`config.mk`:
```
export PLATFORM = sky130hd
export DESIGN_NAME = clk_div_prog
export DESIGN_NICKNAME = d
export VERILOG_FILES = /design/src/rtl/clk_div_pkg.sv /design/src/rtl/clk_div_cfg.sv /design/src/rtl/clk_div_prog.sv
export SDC_FILE = /design/constraint.sdc
export NUM_CORES = 1
export LEC_CHECK = 0
export BUFFER_PORTS_ARGS = -buffer_cell sky130_fd_sc_hd__buf_2
export CAP_MARGIN = 20
export CORE_MARGIN = 4
export CORE_UTILIZATION = 52
export CTS_CLUSTER_DIAMETER = 30
export DETAILED_ROUTE_END_ITERATION = 8
export GPL_TIMING_DRIVEN = 0
export PLACE_DENSITY = 0.87
export SLEW_MARGIN = 30
export SYNTH_ARGS = -nofsm -noshare
export SYNTH_HDL_FRONTEND = slang
export SYNTH_SLANG_ARGS = --single-unit
```
`constraint.sdc`:
```
create_clock -name i_clk -period 2.6 [get_ports i_clk]
set_input_delay 0.39 -clock i_clk [delete_from_list [all_inputs] [get_ports i_clk]]
set_output_delay 0.39 -clock i_clk [all_outputs]
set_load 0.01 [all_outputs]
```
`src/rtl/clk_div_pkg.sv`:
```
// Shared types and helpers for the programmable clock divider: default counter width,
// the {div, high} configuration record and its legality / clamp rules.
package clk_div_pkg;

  localparam int CNT_W_DEF = 8;
  // Configuration records are carried at a fixed width so one function set serves any CNT_W.
  localparam int CFG_W     = 32;

  typedef struct packed {
    logic [CFG_W-1:0] div;
    logic [CFG_W-1:0] high;
  } cfg_t;

  function automatic logic cfg_legal(input cfg_t c);
    return (c.div >= 2) && (c.high >= 1) && (c.high < c.div);
  endfunction

  function automatic cfg_t cfg_clamp(input cfg_t c);
    cfg_t r;
    r = c;
    if (r.div < 2) r.div = 2;
    if (r.high == '0) r.high = 1;
    if (r.high >= r.div) r.high = r.div - 1;
    return r;
  endfunction

endpackage

```
`src/rtl/clk_div_cfg.sv`:
```
// Configuration front end: valid/ready handshake, legality check and single pending slot.
// Build option DIV_CFG_CLAMP_EN: illegal requests are clamped and kept rather than dropped.
module clk_div_cfg
  import clk_div_pkg::*;
#(
  parameter int CNT_W = CNT_W_DEF
) (
  input  logic             i_clk,
  input  logic             i_rst_n,
  input  logic             i_cfg_vld,
  output logic             o_cfg_rdy,
  input  logic [CNT_W-1:0] i_cfg_div,
  input  logic [CNT_W-1:0] i_cfg_high,
  output logic             o_cfg_err,
  input  logic             i_apply,
  output logic             o_pend_vld,
  output logic [CNT_W-1:0] o_pend_div,
  output logic [CNT_W-1:0] o_pend_high
);

  logic             pend_vld_reg,  pend_vld_next;
  logic [CNT_W-1:0] pend_div_reg,  pend_div_next;
  logic [CNT_W-1:0] pend_high_reg, pend_high_next;
  logic             err_reg,       err_next;
  logic             accept;
  logic             legal;
  cfg_t             req;

  assign req    = '{div: CFG_W'(i_cfg_div), high: CFG_W'(i_cfg_high)};
  assign legal  = cfg_legal(req);
  assign accept = i_cfg_vld && !pend_vld_reg;

`ifdef DIV_CFG_CLAMP_EN
  cfg_t fixed;
  logic unused_fixed_bits;
  assign fixed             = cfg_clamp(req);
  assign unused_fixed_bits = ^fixed;
`endif

  // Accept and apply are mutually exclusive: accept needs an empty slot, apply a full one.
  always_comb begin
    pend_vld_next  = pend_vld_reg;
    pend_div_next  = pend_div_reg;
    pend_high_next = pend_high_reg;
    err_next       = accept && !legal;
    if (i_apply) pend_vld_next = 1'b0;
    if (accept) begin
`ifdef DIV_CFG_CLAMP_EN
      pend_vld_next  = 1'b1;
      pend_div_next  = fixed.div[CNT_W-1:0];
      pend_high_next = fixed.high[CNT_W-1:0];
`else
      if (legal) begin
        pend_vld_next  = 1'b1;
        pend_div_next  = i_cfg_div;
        pend_high_next = i_cfg_high;
      end
`endif
    end
  end

  always_ff @(posedge i_clk or negedge i_rst_n) begin
    if (!i_rst_n) begin
      pend_vld_reg  <= 1'b0;
      pend_div_reg  <= '0;
      pend_high_reg <= '0;
      err_reg       <= 1'b0;
    end else begin
      pend_vld_reg  <= pend_vld_next;
      pend_div_reg  <= pend_div_next;
      pend_high_reg <= pend_high_next;
      err_reg       <= err_next;
    end
  end

  assign o_cfg_rdy   = !pend_vld_reg;
  assign o_cfg_err   = err_reg;
  assign o_pend_vld  = pend_vld_reg;
  assign o_pend_div  = pend_div_reg;
  assign o_pend_high = pend_high_reg;

endmodule

```
`src/rtl/clk_div_prog.sv`:
```
// Runtime-programmable integer clock divider with registered divided clock and period tick.
// Build option DIV_CFG_CLAMP_EN (handled in clk_div_cfg) clamps illegal ratios instead of dropping them.
module clk_div_prog
  import clk_div_pkg::*;
#(
  parameter int CNT_W    = CNT_W_DEF,
  parameter int DEF_DIV  = 6,
  parameter int DEF_HIGH = 3
) (
  input  logic             i_clk,
  input  logic             i_rst_n,
  input  logic             i_en,
  input  logic             i_cfg_vld,
  output logic             o_cfg_rdy,
  input  logic [CNT_W-1:0] i_cfg_div,
  input  logic [CNT_W-1:0] i_cfg_high,
  output logic             o_cfg_err,
  output logic             o_div_clk,
  output logic             o_tick,
  output logic [CNT_W-1:0] o_cur_div
);

  generate
    if (CNT_W < 2 || CNT_W > CFG_W) begin : g_bad_width
      $error("clk_div_prog: CNT_W out of range");
    end
    if (DEF_DIV < 2 || DEF_DIV >= (2 ** CNT_W)) begin : g_bad_div
      $error("clk_div_prog: DEF_DIV must be >= 2 and fit CNT_W");
    end
    if (DEF_HIGH < 1 || DEF_HIGH >= DEF_DIV) begin : g_bad_high
      $error("clk_div_prog: DEF_HIGH must satisfy 1 <= DEF_HIGH < DEF_DIV");
    end
  endgenerate

  logic [CNT_W-1:0] cnt_reg,      cnt_next;
  logic [CNT_W-1:0] div_act_reg,  div_act_next;
  logic [CNT_W-1:0] high_act_reg, high_act_next;
  logic             div_clk_reg,  div_clk_next;
  logic             tick_reg,     tick_next;
  logic             wrap;
  logic             apply;
  logic             pend_vld;
  logic [CNT_W-1:0] pend_div;
  logic [CNT_W-1:0] pend_high;

  clk_div_cfg #(
    .CNT_W (CNT_W)
  ) u_cfg (
    .i_clk       (i_clk),
    .i_rst_n     (i_rst_n),
    .i_cfg_vld   (i_cfg_vld),
    .o_cfg_rdy   (o_cfg_rdy),
    .i_cfg_div   (i_cfg_div),
    .i_cfg_high  (i_cfg_high),
    .o_cfg_err   (o_cfg_err),
    .i_apply     (apply),
    .o_pend_vld  (pend_vld),
    .o_pend_div  (pend_div),
    .o_pend_high (pend_high)
  );

  // div_act is always >= 2, so the minus-one cannot underflow.
  assign wrap  = (cnt_reg == (div_act_reg - CNT_W'(1)));
  // Ratios change only where the counter restarts, so no runt high or low phase is produced.
  assign apply = pend_vld && (!i_en || wrap);

  always_comb begin
    cnt_next      = cnt_reg + CNT_W'(1);
    div_act_next  = div_act_reg;
    high_act_next = high_act_reg;
    if (!i_en || wrap) cnt_next = '0;
    if (apply) begin
      div_act_next  = pend_div;
      high_act_next = pend_high;
    end
    div_clk_next = i_en && (cnt_reg < high_act_reg);
    tick_next    = i_en && (cnt_reg == '0);
  end

  always_ff @(posedge i_clk or negedge i_rst_n) begin
    if (!i_rst_n) begin
      cnt_reg      <= '0;
      div_act_reg  <= CNT_W'(DEF_DIV);
      high_act_reg <= CNT_W'(DEF_HIGH);
      div_clk_reg  <= 1'b0;
      tick_reg     <= 1'b0;
    end else begin
      cnt_reg      <= cnt_next;
      div_act_reg  <= div_act_next;
      high_act_reg <= high_act_next;
      div_clk_reg  <= div_clk_next;
      tick_reg     <= tick_next;
    end
  end

  assign o_div_clk = div_clk_reg;
  assign o_tick    = tick_reg;
  assign o_cur_div = div_act_reg;

endmodule

```
==> impl_metrics.csv, run 1 <==
group,metric,value,unit
outcome,status,"completed",
synth,synth_xor_area_frac,0.0619,
setup_path,critPathMaxStageDelay,0.59,ns
die,start_util,0.545,
timing,rsz0062_at_grt,"yes",
route,wl_per_cell,15.6,um
synth,syn-instance-count,203,
setup_path,crit_fanout,10,
timing,post-route-min-period,2.49,ns
global_route,grt_pass1_vias,1693,
synth,synth_compound_area_frac,0.0696,
route,num_vias,1630,
timing,slew_headroom,0.635,
synth,synth_mux_area_frac,0.165,
global_route,grt_pass1_wl,8110,um
route,first_pass_iters,4,
cts,clock_path_buffers,2,
synth,yosysSeqAreaShare,0.459,
die,core,0.00441,sq mm
synth,synth_seq_cells,44,
setup_path,critPathLaunchType,"flop",
cts,clockRootBuffer,"clkbuf_8",
placement,port_buffers,31,
synth,syn-num-nets,240,
setup_path,path_class,"flop to flop",
synth,async_flop_share,1.00,
finish,final_cell_mix,"dfrtp_1, buf_2, mux2_2",
timing,finalMaxSlewViolations,0,
die,die_width,76.0,um
setup_path,end_kind,"flop",
cts,clkSinkCount,44,
setup_path,path_buf_inv,2,
global_route,grt_use_total,0.169,
finish,final_common_cell,"dfrtp_1",
run,maxCapViolCount,0,
finish,layout.nets,282,
cts,postCtsHoldBufs,0,
timing,period_share,0.957,
synth,synth.distinct_cells,37,
global_route,gr-total-overflow,0,
placement,gp_congestion,0.807,
finish,nFillCells,351,
die,rows,24,
cts,h-tree-depth,2,
timing,fmax,402,MHz
finish,layout-drive-gt1-share,0.362,
synth,synth_edf_count,0,
synth,ys.flop_type,"dfrtp_1",
timing,worstMarginPinSlew,0.547,ns
finish,antenna_cells,0,
cts,path_clk_slew,0.08,ns
synth,synth_top_family_by_area,"multiplexers",
power,p_per_area,957,mW/mm^2
route,drt_iter0_markers,113,
setup_path,crit_path_cell_trace,"inv_1, ha_2, nor3b_2, xnor2_1, nand4_1, o41ai_4, nand2_4, buf_6, mux2_4",
route,postRouteAntennaNets,0,
route,viasPerCell,5.47,
setup_path,crit_required,2.78,ns
cts,numCtsBuffers,5,
placement,dp_hpwl,3450,um
synth,synth_simple_gate_area_share,0.115,
synth,yosys_warnings,0,
route,drt_drc_violations_left,0,
synth,syn_area,0.00241,sq mm
power,power.leakage,1.39,nW
finish,syn_to_final_growth,16.1,%
setup_path,cp_top_family,"flip-flops",
cts,clk_latency,0.29,ns
synth,syn_area_per_cell,11.9,sq um
placement,pre_cts_ws,-0.360,ns
timing,hold_violations,0,
power,ir_worst_vdd,0.477,mV
worst_hold_path,hp-class,"input pin to async pin",
cts,cts_tree,"built",
power,power.total,2.68,mW
die,ios,32,
synth,synthAdderAreaFrac,0.0884,
global_route,grt_start_max_net_pins,45,
timing,setup_viol,0,
global_route,antenna_found_initial,0,
timing,skew,0.00838,ns
setup_path,cpMaxStageDelayCell,"dfstp_2",
die,die-area,0.00578,sq mm
setup_path,cp.arrival,2.67,ns
die,die_h,76.0,um
route,drt_wl_total,4660,um
timing,fin_ws,0.111,ns
-- cells in the mapped netlist (2+ instances only) --
cell type	count	area share
xor2_1	9	0.033
and4b_1	2	0.0083
dfrtp_1	40	0.42
nor2b_1	2	0.0052
a21oi_1	6	0.012
dfstp_2	4	0.044
clkbuf_1	2	0.0031
and3_1	3	0.0078
nor2_1	12	0.019
xnor2_1	8	0.029
a21o_1	3	0.0094
o211ai_1	2	0.0062
o21ai_0	2	0.0042
ha_1	17	0.088
mux2_4	10	0.062
nor4_1	3	0.0078
nand2b_1	3	0.0078
nand3_1	5	0.010
nand4_1	2	0.0052
inv_1	21	0.033
nor3b_1	2	0.0062
nor3_1	7	0.015
mux2_2	22	0.10
nand2_1	3	0.0047
-- cell type report --
| type | instances | area (sq um) | area share |
|---|---|---|---|
| well taps | 52 | 65.1 | 0.0233 |
| plain buffers | 2 | 16.3 | 0.00582 |
| inverters | 21 | 78.8 | 0.0282 |
| multi-input cells | 135 | 1210 | 0.433 |
| clock inverters | 2 | 38.8 | 0.0139 |
| repair buffers | 36 | 195 | 0.0698 |
| clock buffers | 6 | 82.6 | 0.0295 |
| flip-flops and latches | 44 | 1110 | 0.396 |
-- per-layer routing --
layer | part of all wire | up-vias | track usage
met5 | 0 | - | 0
met4 | 0.015 | 0 | 0.0552
met3 | 0.042 | 9 | 0.0378
met2 | 0.48 | 36 | 0.277
met1 | 0.47 | 786 | 0.220
li1 | - | 799 | -
-- kinds of logic after synthesis --
family,count (synthesis)
simple gates,48
flops,44
mux,32
buf+inv,24
compound gates,21
xor+xnor,17
fa+ha+maj,17
-- what timing repair did --
| item | in CTS | in global routing |
|---|---|---|
| pin swaps | 1 | 2 |
| gates resized for setup | 1 | 3 |
| endpoints found under the setup margin | 25 | 19 |
| setup buffers | 1 | 4 |
-- worst paths after layout --
kind	end	cells after the start	startpoint	slack (ns)
worst max-delay path	o_cur_div[7]$_DFFE_PN0P_	9	o_cur_div[1]$_DFFE_PN1P_	0.11
worst min-delay path	u_cfg.o_pend_div[6]$_DFFE_PN0P_	1	i_rst_n	0.08
worst max register to register	o_cur_div[7]$_DFFE_PN0P_	9	o_cur_div[1]$_DFFE_PN1P_	0.11
worst min register to register	high_act_reg[7]$_DFFE_PN0P_	1	u_cfg.o_pend_high[7]$_DFFE_PN0P_	0.51
max in group asynchronous	o_cur_div[0]$_DFFE_PN0P_	1	i_rst_n	2.13
min in group i_clk	u_cfg.o_pend_div[2]$_DFFE_PN0P_	2	i_cfg_div[2]	0.34
-- stage by stage --
stage / cell area [sq um] / setup TNS (ns) / hold slack (ns) / utilization / std cells
finish: 2800 / 0 / 0.0829 / 0.633 / 298
global route: 2800 / -0.123 / 0.116 / 0.633 / 298
CTS: 2760 / 0 / 0.275 / 0.625 / 295
detailed placement: 2630 / -6.00 / 0.488 / 0.595 / 286
global placement: 2630 / -5.08 / 0.488 / 0.595 / 286
floorplan: 2410 / 0 / 0.0944 / - / 203
-- power breakdown --
part           leakage (nW)  internal, mW  total [mW]  switching, mW
logic                 0.801         0.548       0.956          0.408
registers             0.529         0.944        1.17          0.223
clock network        0.0614         0.314       0.552          0.238
No activity file was read; power rests on OpenSTA's default activity.
==> run 2, diff against run 1 <==
--- a/config.mk
+++ b/config.mk
@@ -17,3 +17,4 @@
 export SYNTH_ARGS = -nofsm -noshare
 export SYNTH_HDL_FRONTEND = slang
+export SYNTH_HIERARCHICAL = 1
 export SYNTH_SLANG_ARGS = --single-unit
==> constraint.sdc (replaced) <==
create_clock -name i_clk -period 2.6 [get_ports i_clk]
set_input_delay 0.26 -clock i_clk [delete_from_list [all_inputs] [get_ports i_clk]]
set_output_delay 0.26 -clock i_clk [all_outputs]
set_load 0.01 [all_outputs]
==> run 2 against run 1 <==
Compared with the run above:
- via count is 7.0% higher
- hold slack better by 0.13 ns
- total power up 14%
- global-route usage increased by 1.1 points
- sequential cell count stayed put
- largest cell class unchanged
==> impl_metrics.csv, run 2 <==
group,metric,value,unit
outcome,status,"completed",
setup_path,r2r_end,"high_act_reg[4]$_DFFE_PN0P_",
synth,syn_area,0.00248,sq mm
setup_path,critPathLaunchType,"flop",
finish,layout-drive-gt1-share,0.397,
cts,clk_latency,0.30,ns
finish,syn_to_final_growth,18.0,%
synth,synth_edf_count,0,
placement,gp_congestion,0.904,
route,drt_wl_total,5110,um
synth,synth.distinct_cells,46,
timing,setup_viol,0,
route,first_pass_iters,4,
synth,yosysSeqAreaShare,0.445,
timing,slew_headroom,0.641,
global_route,grt_start_max_net_pins,45,
route,drt_iter0_markers,75,
die,die-area,0.00595,sq mm
setup_path,r2r_start,"o_cur_div[3]$_DFFE_PN0P_",
timing,post-route-min-period,2.58,ns
cts,path_clk_slew,0.08,ns
timing,hold_violations,0,
placement,post_dp_cell_area,0.00271,sq mm
power,p_sw,1.03,mW
route,num_vias,1744,
run,maxCapViolCount,0,
power,seqPwrFrac,0.406,
power,p_int,2.03,mW
placement,pre_cts_ws,-0.184,ns
die,start_util,0.555,
route,postRouteAntennaNets,0,
finish,antenna_cells,0,
cts,numCtsBuffers,5,
timing,period_share,0.994,
timing,worstMarginPinSlew,0.538,ns
power,power.total,3.06,mW
die,rows,24,
global_route,gr-total-overflow,0,
synth,synth_seq_cells,44,
setup_path,rr_worst_depth,7,
synth,syn-num-nets,240,
timing,skew,0.00574,ns
route,wl_per_cell,16.8,um
synth,yosys_warnings,6,
global_route,grt_pass1_vias,1819,
route,drt_drc_violations_left,0,
cts,clkSinkCount,44,
synth,synthTopCellsByCount,"dfrtp_1, inv_1, mux2_4, ha_1, mux2_2",
global_route,antenna_found_initial,0,
synth,synth.area.top_cells,"dfrtp_1, mux2_4, ha_1, mux2_2, dfstp_2",
timing,fmax,387,MHz
finish,final_cell_mix,"dfrtp_1, buf_2, inv_1, mux2_4, ha_1",
synth,synth_xor_area_frac,0.0458,
setup_path,end_kind,"flop",
synth,synth_simple_gate_area_share,0.107,
cts,cts_tree,"built",
cts,h-tree-depth,2,
synth,synth_most_common_cell,"dfrtp_1",
finish,fin_area,0.00293,sq mm
power,comb_power_share,0.423,
timing,finalMaxSlewViolations,0,
placement,port_buffers,31,
synth,synth_compound_area_frac,0.0911,
finish,layout.nets,288,
power,power.leakage,1.47,nW
synth,async_flop_share,1.00,
timing,fin_ws,0.0163,ns
route,viasPerCell,5.74,
cts,clock_path_buffers,2,
power,clkPwrFrac,0.171,
finish,final_common_cell,"dfrtp_1",
synth,ys.flop_type,"dfrtp_1",
worst_hold_path,hp-class,"input pin to flop",
timing,tns,0,ns
power,ir_worst_vdd,0.648,mV
synth,synth_top_area_frac,0.403,
global_route,grt_pass1_wl,8490,um
setup_path,cp.arrival,2.77,ns
placement,dp_hpwl,3580,um
synth,syn-instance-count,203,
synth,yosysTopAreaCell,"dfrtp_1",
setup_path,crit_fanout,5,
finish,nFillCells,302,
worst_hold_path,hp-start,"i_cfg_div[1]",
worst_hold_path,hold-path-endpoint,"u_cfg/o_pend_div[1]$_DFFE_PN0P_",
die,die_h,77.1,um
setup_path,path_class,"flop to flop",
synth,syn_area_per_cell,12.2,sq um
die,die_width,77.1,um
die,core,0.00447,sq mm
power,p_per_area,1040,mW/mm^2
synth,synth_top_family_by_area,"multiplexers",
die,ios,32,
synth,synth_mux_area_frac,0.172,
worst_hold_path,hold_depth,2,
timing,hold_ws,0.218,ns
cts,clockRootBuffer,"clkbuf_8",
power,netSwitchingFraction,0.336,
global_route,grt_use_total,0.180,
setup_path,crit_required,2.78,ns
synth,synthAdderAreaFrac,0.0856,
timing,rsz0062_at_grt,"yes",
setup_path,ff2ff_setup_slack,0.02,ns
==> run 2: cell count changes in the layout (fill, tap and decap cells not counted), sizes merged, moves of 2 or more <==
cell,change
o21ai,+3
nand4,-2
a21oi,-5
buf,+7
nor4,+2
nor3,-4
nor2,-4
nand3b,+2
a31oi,+2
xnor2,-3
==> run 2: logic make-up (layout without fill, tap and decap cells) <==
logic type      count (synthesis)  in the layout
fa+ha+maj                      17             17
xor+xnor                       13             13
compound gates                 27             27
mux                            32             32
buf+inv                        27             76
simple gates                   43             43
flops                          44             44
==> run 2: per-layer routing <==
metal  share of wire  GRT usage  routed length (um)
met1            0.44      0.217                2260
met2            0.50      0.319                2580
met3           0.045     0.0457                 228
met4          0.0078     0.0445                  40
met5               0          0                   0
==> run 2: metrics by stage <==
stage | std cells | util
after CTS | 303 | 0.654
final | 304 | 0.655
after detailed placement | 286 | 0.605
after global placement | 286 | 0.605
after global routing | 304 | 0.655
after floorplan | 203 | -
==> run 2: what timing repair did <==
| action | CTS | global route |
|---|---|---|
| gates resized for setup | 9 | 6 |
| hold buffers | 0 | 1 |
| endpoints found under the hold margin | 0 | 40 |
| cloned | 1 | 0 |
| endpoints found under the setup margin | 17 | 16 |
| pin swaps | 4 | 5 |
| setup buffers | 9 | 4 |
==> run 2: critical path: stages, from the launching register on <==
cell and delay (ns):
dfrtp_2 0.41, or3_4 0.40, a2111o_1 0.41, a311oi_2 0.32, o211ai_2 0.19, a21boi_4 0.25, buf_6 0.18, mux2_4 0.31
==> run 2: area by class of cell <==
class | count | area (sq um) | share of cell area
multi-input cells | 132 | 1280 | 0.437
flip-flops and latches | 44 | 1110 | 0.378
repair buffers | 44 | 269 | 0.0918
inverters | 22 | 82.6 | 0.0282
clock buffers | 5 | 68.8 | 0.0235
well taps | 52 | 65.1 | 0.0222
clock inverters | 3 | 42.5 | 0.0145
plain buffers | 2 | 15.0 | 0.00512
==> run 2: how the worst max path moves through the flow <==
| stage | start | to | slack (ns) | cells past startpoint |
|---|---|---|---|---|
| detailed placement | o_cur_div[1]$_DFFE_PN1P_ | o_cur_div[5]$_DFFE_PN0P_ | -0.18 | 9 |
| CTS | o_cur_div[1]$_DFFE_PN1P_ | high_act_reg[4]$_DFFE_PN0P_ | 0.01 | 10 |
| global route | o_cur_div[3]$_DFFE_PN0P_ | high_act_reg[3]$_DFFE_PN0P_ | -0.03 | 7 |
| global placement | o_cur_div[1]$_DFFE_PN1P_ | high_act_reg[2]$_DFFE_PN0P_ | -0.19 | 9 |
| finish | o_cur_div[3]$_DFFE_PN0P_ | high_act_reg[4]$_DFFE_PN0P_ | 0.02 | 7 |
| floorplan | o_cur_div[2]$_DFFE_PN1P_ | high_act_reg[2]$_DFFE_PN0P_ | 0.02 | 8 |
==> run 2: power groups by stage <==
stage          registers (mW)  clock network (mW)  logic [mW]
2_1_floorplan            1.19                   0       0.866
3_3_place_gp             1.23                   0        1.09
3_5_place_dp             1.25                   0        1.13
4_1_cts                  1.23               0.531        1.27
5_1_grt                  1.28               0.562        1.41
6_report                 1.24               0.523        1.29
